**src/rtl/race_ready_source.sv**
```systemverilog
// Upstream stimulus stage for the race handshake: launches `ready` after an
// LFSR-derived delay, runs a four-phase handshake against start/done and aborts on timeout.
module race_ready_source #(
    parameter int          LFSR_WIDTH  = 8,
    parameter logic [7:0]  SEED        = 8'hA5,
    parameter int          MIN_WAIT    = 2,
    parameter logic [7:0]  WAIT_MASK   = 8'h0F,
    parameter int          TIMEOUT     = 64,
    parameter int          COUNT_WIDTH = 8
) (
    input  logic                   clk,
    input  logic                   rst,
    input  logic                   en,
    input  logic                   start,
    input  logic                   done,
    output logic                   ready,
    output logic                   busy,
    output logic [COUNT_WIDTH-1:0] race_count,
    output logic                   timeout_err
);

    localparam int DCNT_MAX = MIN_WAIT + int'(WAIT_MASK);
    localparam int DCNT_W   = (DCNT_MAX < 1) ? 1 : $clog2(DCNT_MAX + 1);
    localparam int TCNT_W   = $clog2(TIMEOUT);
    localparam logic [7:0]        SEED_EFF  = (SEED == 8'h00) ? 8'h01 : SEED;
    localparam logic [TCNT_W-1:0] TCNT_LAST = TCNT_W'(TIMEOUT - 1);

    typedef enum logic [1:0] {
        S_IDLE,
        S_WAIT,
        S_ASSERT,
        S_COOLDOWN
    } state_t;

    state_t                 state_reg, state_next;
    logic [DCNT_W-1:0]      cnt_reg, cnt_next;
    logic [TCNT_W-1:0]      tcnt_reg, tcnt_next;
    logic                   ready_reg, ready_next;
    logic                   terr_reg, terr_next;
    logic [COUNT_WIDTH-1:0] count_reg, count_next;
    logic [LFSR_WIDTH-1:0]  lfsr_reg, lfsr_next;
    logic [DCNT_W-1:0]      delay;
    logic                   quiet;

    // Fibonacci LFSR, x^8+x^6+x^5+x^4+1, shifting left with feedback into bit 0.
    assign lfsr_next[0] = lfsr_reg[7] ^ lfsr_reg[5] ^ lfsr_reg[4] ^ lfsr_reg[3];
    genvar gi;
    generate
        for (gi = 1; gi < LFSR_WIDTH; gi++) begin : g_shift
            assign lfsr_next[gi] = lfsr_reg[gi-1];
        end
    endgenerate

    // Delay uses the LFSR value seen before this edge's shift.
    assign delay = DCNT_W'(MIN_WAIT) + DCNT_W'(lfsr_reg[7:0] & WAIT_MASK);
    assign quiet = !start && !done;

    always_comb begin
        state_next = state_reg;
        cnt_next   = cnt_reg;
        tcnt_next  = tcnt_reg;
        ready_next = ready_reg;
        terr_next  = 1'b0;
        count_next = count_reg;
        case (state_reg)
            S_IDLE: begin
                if (en && quiet) begin
                    cnt_next   = delay;
                    state_next = S_WAIT;
                end
            end
            S_WAIT: begin
                if (cnt_reg != '0) begin
                    cnt_next = cnt_reg - 1'b1;
                end else if (quiet) begin
                    ready_next = 1'b1;
                    tcnt_next  = '0;
                    state_next = S_ASSERT;
                end
            end
            S_ASSERT: begin
                // An acknowledge on the limit edge still counts as a completed race.
                if (start) begin
                    ready_next = 1'b0;
                    count_next = count_reg + 1'b1;
                    state_next = S_COOLDOWN;
                end else if (tcnt_reg == TCNT_LAST) begin
                    ready_next = 1'b0;
                    terr_next  = 1'b1;
                    state_next = S_IDLE;
                end else begin
                    tcnt_next = tcnt_reg + 1'b1;
                end
            end
            S_COOLDOWN: begin
                if (quiet) begin
                    state_next = S_IDLE;
                end
            end
            default: begin
                state_next = S_IDLE;
                ready_next = 1'b0;
            end
        endcase
    end

    always_ff @(posedge clk) begin
        if (rst) begin
            state_reg <= S_IDLE;
            cnt_reg   <= '0;
            tcnt_reg  <= '0;
            ready_reg <= 1'b0;
            terr_reg  <= 1'b0;
            count_reg <= '0;
            lfsr_reg  <= LFSR_WIDTH'(SEED_EFF);
        end else begin
            state_reg <= state_next;
            cnt_reg   <= cnt_next;
            tcnt_reg  <= tcnt_next;
            ready_reg <= ready_next;
            terr_reg  <= terr_next;
            count_reg <= count_next;
            lfsr_reg  <= lfsr_next;
        end
    end

    assign ready       = ready_reg;
    assign busy        = (state_reg != S_IDLE);
    assign race_count  = count_reg;
    assign timeout_err = terr_reg;

endmodule

```
**config.mk**
```make
export PLATFORM = sky130hd
export DESIGN_NAME = race_ready_source
export DESIGN_NICKNAME = d
export VERILOG_FILES = /design/src/rtl/race_ready_source.sv
export SDC_FILE = /design/constraint.sdc
export NUM_CORES = 1
export LEC_CHECK = 0
export ABC_AREA = 1
export CORE_ASPECT_RATIO = 0.75
export CORE_MARGIN = 3
export CORE_UTILIZATION = 51
export DETAILED_ROUTE_END_ITERATION = 8
export HOLD_SLACK_MARGIN = 0.05
export PLACE_DENSITY_LB_ADDON = 0.2
export SLEW_MARGIN = 15
export SYNTH_ARGS = -nofsm -noshare
export SYNTH_HDL_FRONTEND = slang
export SYNTH_SLANG_ARGS = --single-unit
```
**constraint.sdc**
```tcl
create_clock -name clk -period 3.6 [get_ports clk]
set_input_delay 0.72 -clock clk [delete_from_list [all_inputs] [get_ports clk]]
set_output_delay 0.72 -clock clk [all_outputs]
set_load 0.01 [all_outputs]
```
# ---- Word level (Yosys, flattened, before mapping)
# Index checks and enable logic that the tools add are counted.
dict set report totals {
  regBits 31
  latch_bits 0
  ram_bits 0
  rom_bits 0
  in_bits 5
  output_inout_bits 11
  elab_cells 63
  memories 0
}
dict set report op_classes {
  add_sub_neg 4
  n_mul 0
  n_div 0
  n_lt_le_gt_ge 0
  eq_ne 12
  shift 0
  mux 21
  bitwise_logic 4
  reduce_logical 15
}
# cell count
set op_table {}
lappend op_table {{2-to-1 mux 6 bit} 4}
lappend op_table {{inequality test 2 bit, second input constant} 7}
lappend op_table {{2-to-1 mux 2 bit} 6}
lappend op_table {{one-hot mux 6 bit (2 select lines)} 1}
lappend op_table {{2-to-1 mux 5 bit} 2}
lappend op_table {{one-hot mux 5 bit (2 select lines)} 1}
lappend op_table {{AND reduction 5 bit} 2}
lappend op_table {{adder 8 x 1 -> 8 bit, second input constant} 1}
lappend op_table {{one-hot mux 2 bit (4 select lines)} 1}
lappend op_table {{adder 6 x 1 -> 6 bit, second input constant} 1}
lappend op_table {{== test 6 bit, second input constant} 1}
lappend op_table {{nonzero test 2 bit} 3}
lappend op_table {{adder 2 x 4 -> 5 bit, first input constant} 1}
lappend op_table {{2-to-1 mux 1 bit} 5}
lappend op_table {{nonzero test 5 bit} 1}
lappend op_table {{subtractor 5 x 1 -> 5 bit, second input constant} 1}
lappend op_table {{== test 2 bit, second input constant} 2}
lappend op_table {{AND reduction 4 bit} 1}
lappend op_table {{inequality test 3 bit, second input constant} 1}
lappend op_table {{AND reduction 3 bit} 1}
lappend op_table {{OR reduction 3 bit} 1}
lappend op_table {{bitwise XOR 1 bit} 3}
lappend op_table {{== test 2 x 1 -> 1 bit, second input constant} 1}
lappend op_table {{logical AND 1 bit} 2}
lappend op_table {{other kinds (5)} 6}

# ---- Longest topological paths before layout
dict set report logic_depth {
  depth_word 5
  depth_mapped 9
  depth_no_buf 9
}

# ---- Worst setup path after synthesis
# Ideal clock, no wire load.
dict set report synth_timing {
  path_kind {in2reg}
  startpoint {in start}
  endpoint {reg cnt_reg[3]}
  setup_time_ns 0.117
  t_arrival_ns 1.415
  required_time_ns 3.483
  setup_slack_ns 2.068
  stages 6
  path_buffers 0
  cell_sequence {nor2_1 > nand3_1 > nand2_2 > inv_1 > a21oi_1 > nor2_1}
}
dict set report synth_between {
  elab_chain_len 5
}
# item line_no
set synth_lines {}
lappend synth_lines {{from (decl)} 14} ;# input logic start,
lappend synth_lines {{logical NOT 1 bit} 56} ;# assign quiet = !start && !done;
lappend synth_lines {{logical AND 1 bit} 56}
lappend synth_lines {{logical AND 1 bit} 67} ;# if (en && quiet) begin
lappend synth_lines {{inequality test 2 bit (no line)} --}
lappend synth_lines {{AND reduction 3 bit (no line)} --}
lappend synth_lines {{to (signal assigned)} 118} ;# cnt_reg <= cnt_next;
lappend synth_lines {{to (decl)} 36} ;# logic [DCNT_W-1:0] cnt_reg, cnt_next;
# No other way between the ends.
# A chain may end at the register's enable or synchronous reset.

# ---- Worst setup path after layout
dict set report layout_timing {
  startpoint {reg state_reg[0]}
  endpoint {out busy}
}
dict set report layout_between {
  elab_chain_len 1
}
# item line_no
set layout_lines {}
lappend layout_lines {{from (decl)} 35} ;# state_t state_reg, state_next;
lappend layout_lines {{from (signal assigned)} 117} ;# state_reg <= state_next;
lappend layout_lines {{nonzero test 2 bit} 128} ;# assign busy = (state_reg != S_IDLE);
lappend layout_lines {{to (decl)} 17} ;# output logic busy,
# No other way between the ends.

==> flow_metrics.py <==
metrics = {
    "power_and_ir_drop": {
        "ir_worst_vdd_mv": 0.343,
        "power_mw": 1.09,
        "p_leak_nw": 0.876,
        "power.density_nw_per_um2": 570,
    },
    "min_path": {
        "min_to": "lfsr_reg[7]$_SDFF_PP1_",
        "min_from": "lfsr_reg[6]$_SDFF_PP0_",
        "min_path_type": "reg2reg",
        "worstHoldPathCells": 1,
    },
    "drt": {
        "routed_via_density": 5.13,
        "drt_iter0_markers": 115,
        "wl_per_cell_um": 11.9,
        "via_count": 1473,
        "drcViolationCount": 0,
        "routed_wl_um": 3410,
        "antenna_left": 0,
        "drt_pass1_iterations": 4,
    },
    "critical_path": {
        "cp-end-kind": "output pin",
        "arrival_ns": 1.49,
        "reg2reg_slack_ns": 2.16,
        "cp.required_ns": 2.88,
        "crit_fanout": 5,
        "crit-reg2reg-launch": "cnt_reg[0]$_SDFFE_PP0P_",
        "start_kind": "flip-flop",
        "worstSetupPathType": "reg2out",
        "reg2reg_depth": 8,
        "timing.rr.end": "cnt_reg[4]$_SDFFE_PP0P_",
    },
    "sta": {
        "slew_headroom_pct": 68.7,
        "fmax_mhz": 452,
        "fin_hold_ws_ns": 0.408,
        "finalSetupViolCount": 0,
        "fin_crit_ns": 2.21,
        "min_period_over_period_pct": 61.4,
        "grt_setup_unrepaired": "false",
        "skew_ns": 0.00619,
        "worst_pin_slew_ns": 0.468,
        "timing_hold_violations_final": 0,
        "slew_viol_final": 0,
        "final.setup.tns_ns": 0,
    },
    "cells_and_area": {
        "mostFrequentLayoutCells": "nand2_1 (49), inv_1 (34), nor2_1 (31), dfxtp_1 (31), o21ai_0 (17)",
        "finalInstanceArea_sq_um": 1920,
        "area_delta_synth_final_pct": 19.5,
        "utilization_pct": 68.4,
        "nets": 259,
        "n_antenna_cell": 0,
        "drive_gt1_share_pct": 12.0,
        "final_common_cell": "nand2_1",
    },
    "clock_network": {
        "clock-sinks": 31,
        "cts_tree": "yes",
        "cts-root-buf": "clkbuf_8",
        "cts.reportedPaths.clkPinSlew_ns": 0.07,
        "ctsHtreeMaxLevel": 2,
        "clockBufferDepth": 2,
        "post_cts_buffers": 0,
        "numCtsBuffers": 5,
        "clock_latency_ns": 0.28,
        "postCtsHoldBufs": 0,
        "ctsResizeCount": 0,
    },
    "logic_synthesis": {
        "synth_compound_area_share_pct": 10.1,
        "ys_types": 23,
        "synth_top_family_by_area": "simple AND/OR/NAND/NOR gates",
        "ys_seq_area_share_pct": 38.7,
        "synth_xor_area_share_pct": 1.64,
        "synth-seq-cells": 31,
        "yosys.area_share.simple_pct": 37.0,
        "synth.mux.area_fraction_pct": 0.624,
        "synth_area_per_cell_sq_um": 7.01,
        "synth_area_sq_um": 1610,
        "synth_fa_ha_area_share_pct": 3.12,
        "synth_warnings": 0,
        "synthCells": 229,
        "syn-num-nets": 238,
    },
    "status": {
        "outcome": "finished clean",
    },
    "global_routing": {
        "grt_max_degree": 18,
        "overflow": 0,
        "grt_pass1_wl_um": 5730,
        "track_usage_pct": 19.6,
        "grt_pass1_vias": 1317,
        "antenna_found_initial": 0,
    },
    "die": {
        "core_sq_um": 2800,
        "die_w_um": 70.8,
        "dieHeight_um": 54.6,
        "start_util_pct": 57.3,
        "num_rows": 16,
        "die_area_sq_um": 3860,
        "ios": 16,
    },
    "job": {
        "max_cap_viol_count": 0,
    },
    "placement": {
        "gp_congestion": 0.878,
        "portBuffers": 15,
        "placed_cell_area_sq_um": 1800,
        "dp_hpwl_um": 2380,
    },
}
-- stage by stage --
| step | worst slack [ns] | instances |
|---|---|---|
| final | 1.39 | 287 |
| after global routing | 1.33 | 287 |
| after CTS | 1.41 | 287 |
| after detailed placement | 1.40 | 279 |
| after global placement | 1.47 | 279 |
| after floorplan | 2.07 | 229 |
-- power breakdown --
part	switching, mW	leakage, nW	internal (mW)
Combinational	0.197	0.562	0.122
Sequential	0.0405	0.254	0.382
Clock	0.129	0.0612	0.224
-- worst max-delay path, cell delays in order (launching register included) --
cell and delay, ns:
dfxtp_1 0.47, nor2_1 0.11, inv_1 0.08, clkdlybuf4s50_1 0.54
-- per-layer routing --
layer  up-vias  share of wire, %  wire, um  track usage [%]
met1       654                51      1750             26.1
li1        763                 -         -                -
met4         0               1.4        46             6.88
met2        51                41      1400             30.5
met5         -                 0         0                0
met3         5               6.1       209             5.87
-- worst max-delay path by stage --
stage / from / depth (start not counted) / slack, ns / end
after global placement: start / 7 / 1.47 / cnt_reg[3]$_SDFFE_PP0P_
after global routing: state_reg[0]$_SDFFE_PP0P_ / 3 / 1.33 / busy
after floorplan: start / 6 / 2.07 / cnt_reg[3]$_SDFFE_PP0P_
after CTS: state_reg[1]$_SDFFE_PP0P_ / 3 / 1.41 / busy
after detailed placement: start / 7 / 1.40 / cnt_reg[3]$_SDFFE_PP0P_
final: state_reg[0]$_SDFFE_PP0P_ / 3 / 1.39 / busy
-- kinds of logic after synthesis --
group	count (synthesis)
simple gates	121
buf+inv	38
compound gates	31
flops	31
fa+ha+maj	4
xor+xnor	3
mux	1
-- layout make-up --
cell class / instances / area, sq um
Timing Repair Buffer: 16 / 158
Sequential cell: 31 / 621
Inverter: 36 / 135
Fill cell: 248 / 885
Clock buffer: 6 / 82.6
Tap cell: 36 / 45.0
Clock inverter: 2 / 35.0
Multi-Input combinational cell: 160 / 842
-- cell usage after synthesis --
library cell,count,area (sq um)
a21oi_1,13,65.1
clkbuf_1,2,7.51
dfxtp_1,31,621
ha_1,4,50.1
inv_1,34,128
inv_2,2,7.51
mux2i_1,1,10.0
nand2_1,49,184
nand2_2,2,12.5
nand2_4,4,45.0
nand3_1,15,75.1
nand3_2,2,20.0
nand3_4,1,17.5
nand4_1,6,37.5
nor2_1,31,116
nor2_2,2,12.5
nor2_4,4,45.0
nor3_1,2,10.0
o21ai_0,17,85.1
o21bai_2,1,11.3
or2_2,3,18.8
xnor2_1,1,8.76
xor2_1,2,17.5
Note: power is estimated with default switching activity, not from simulation.
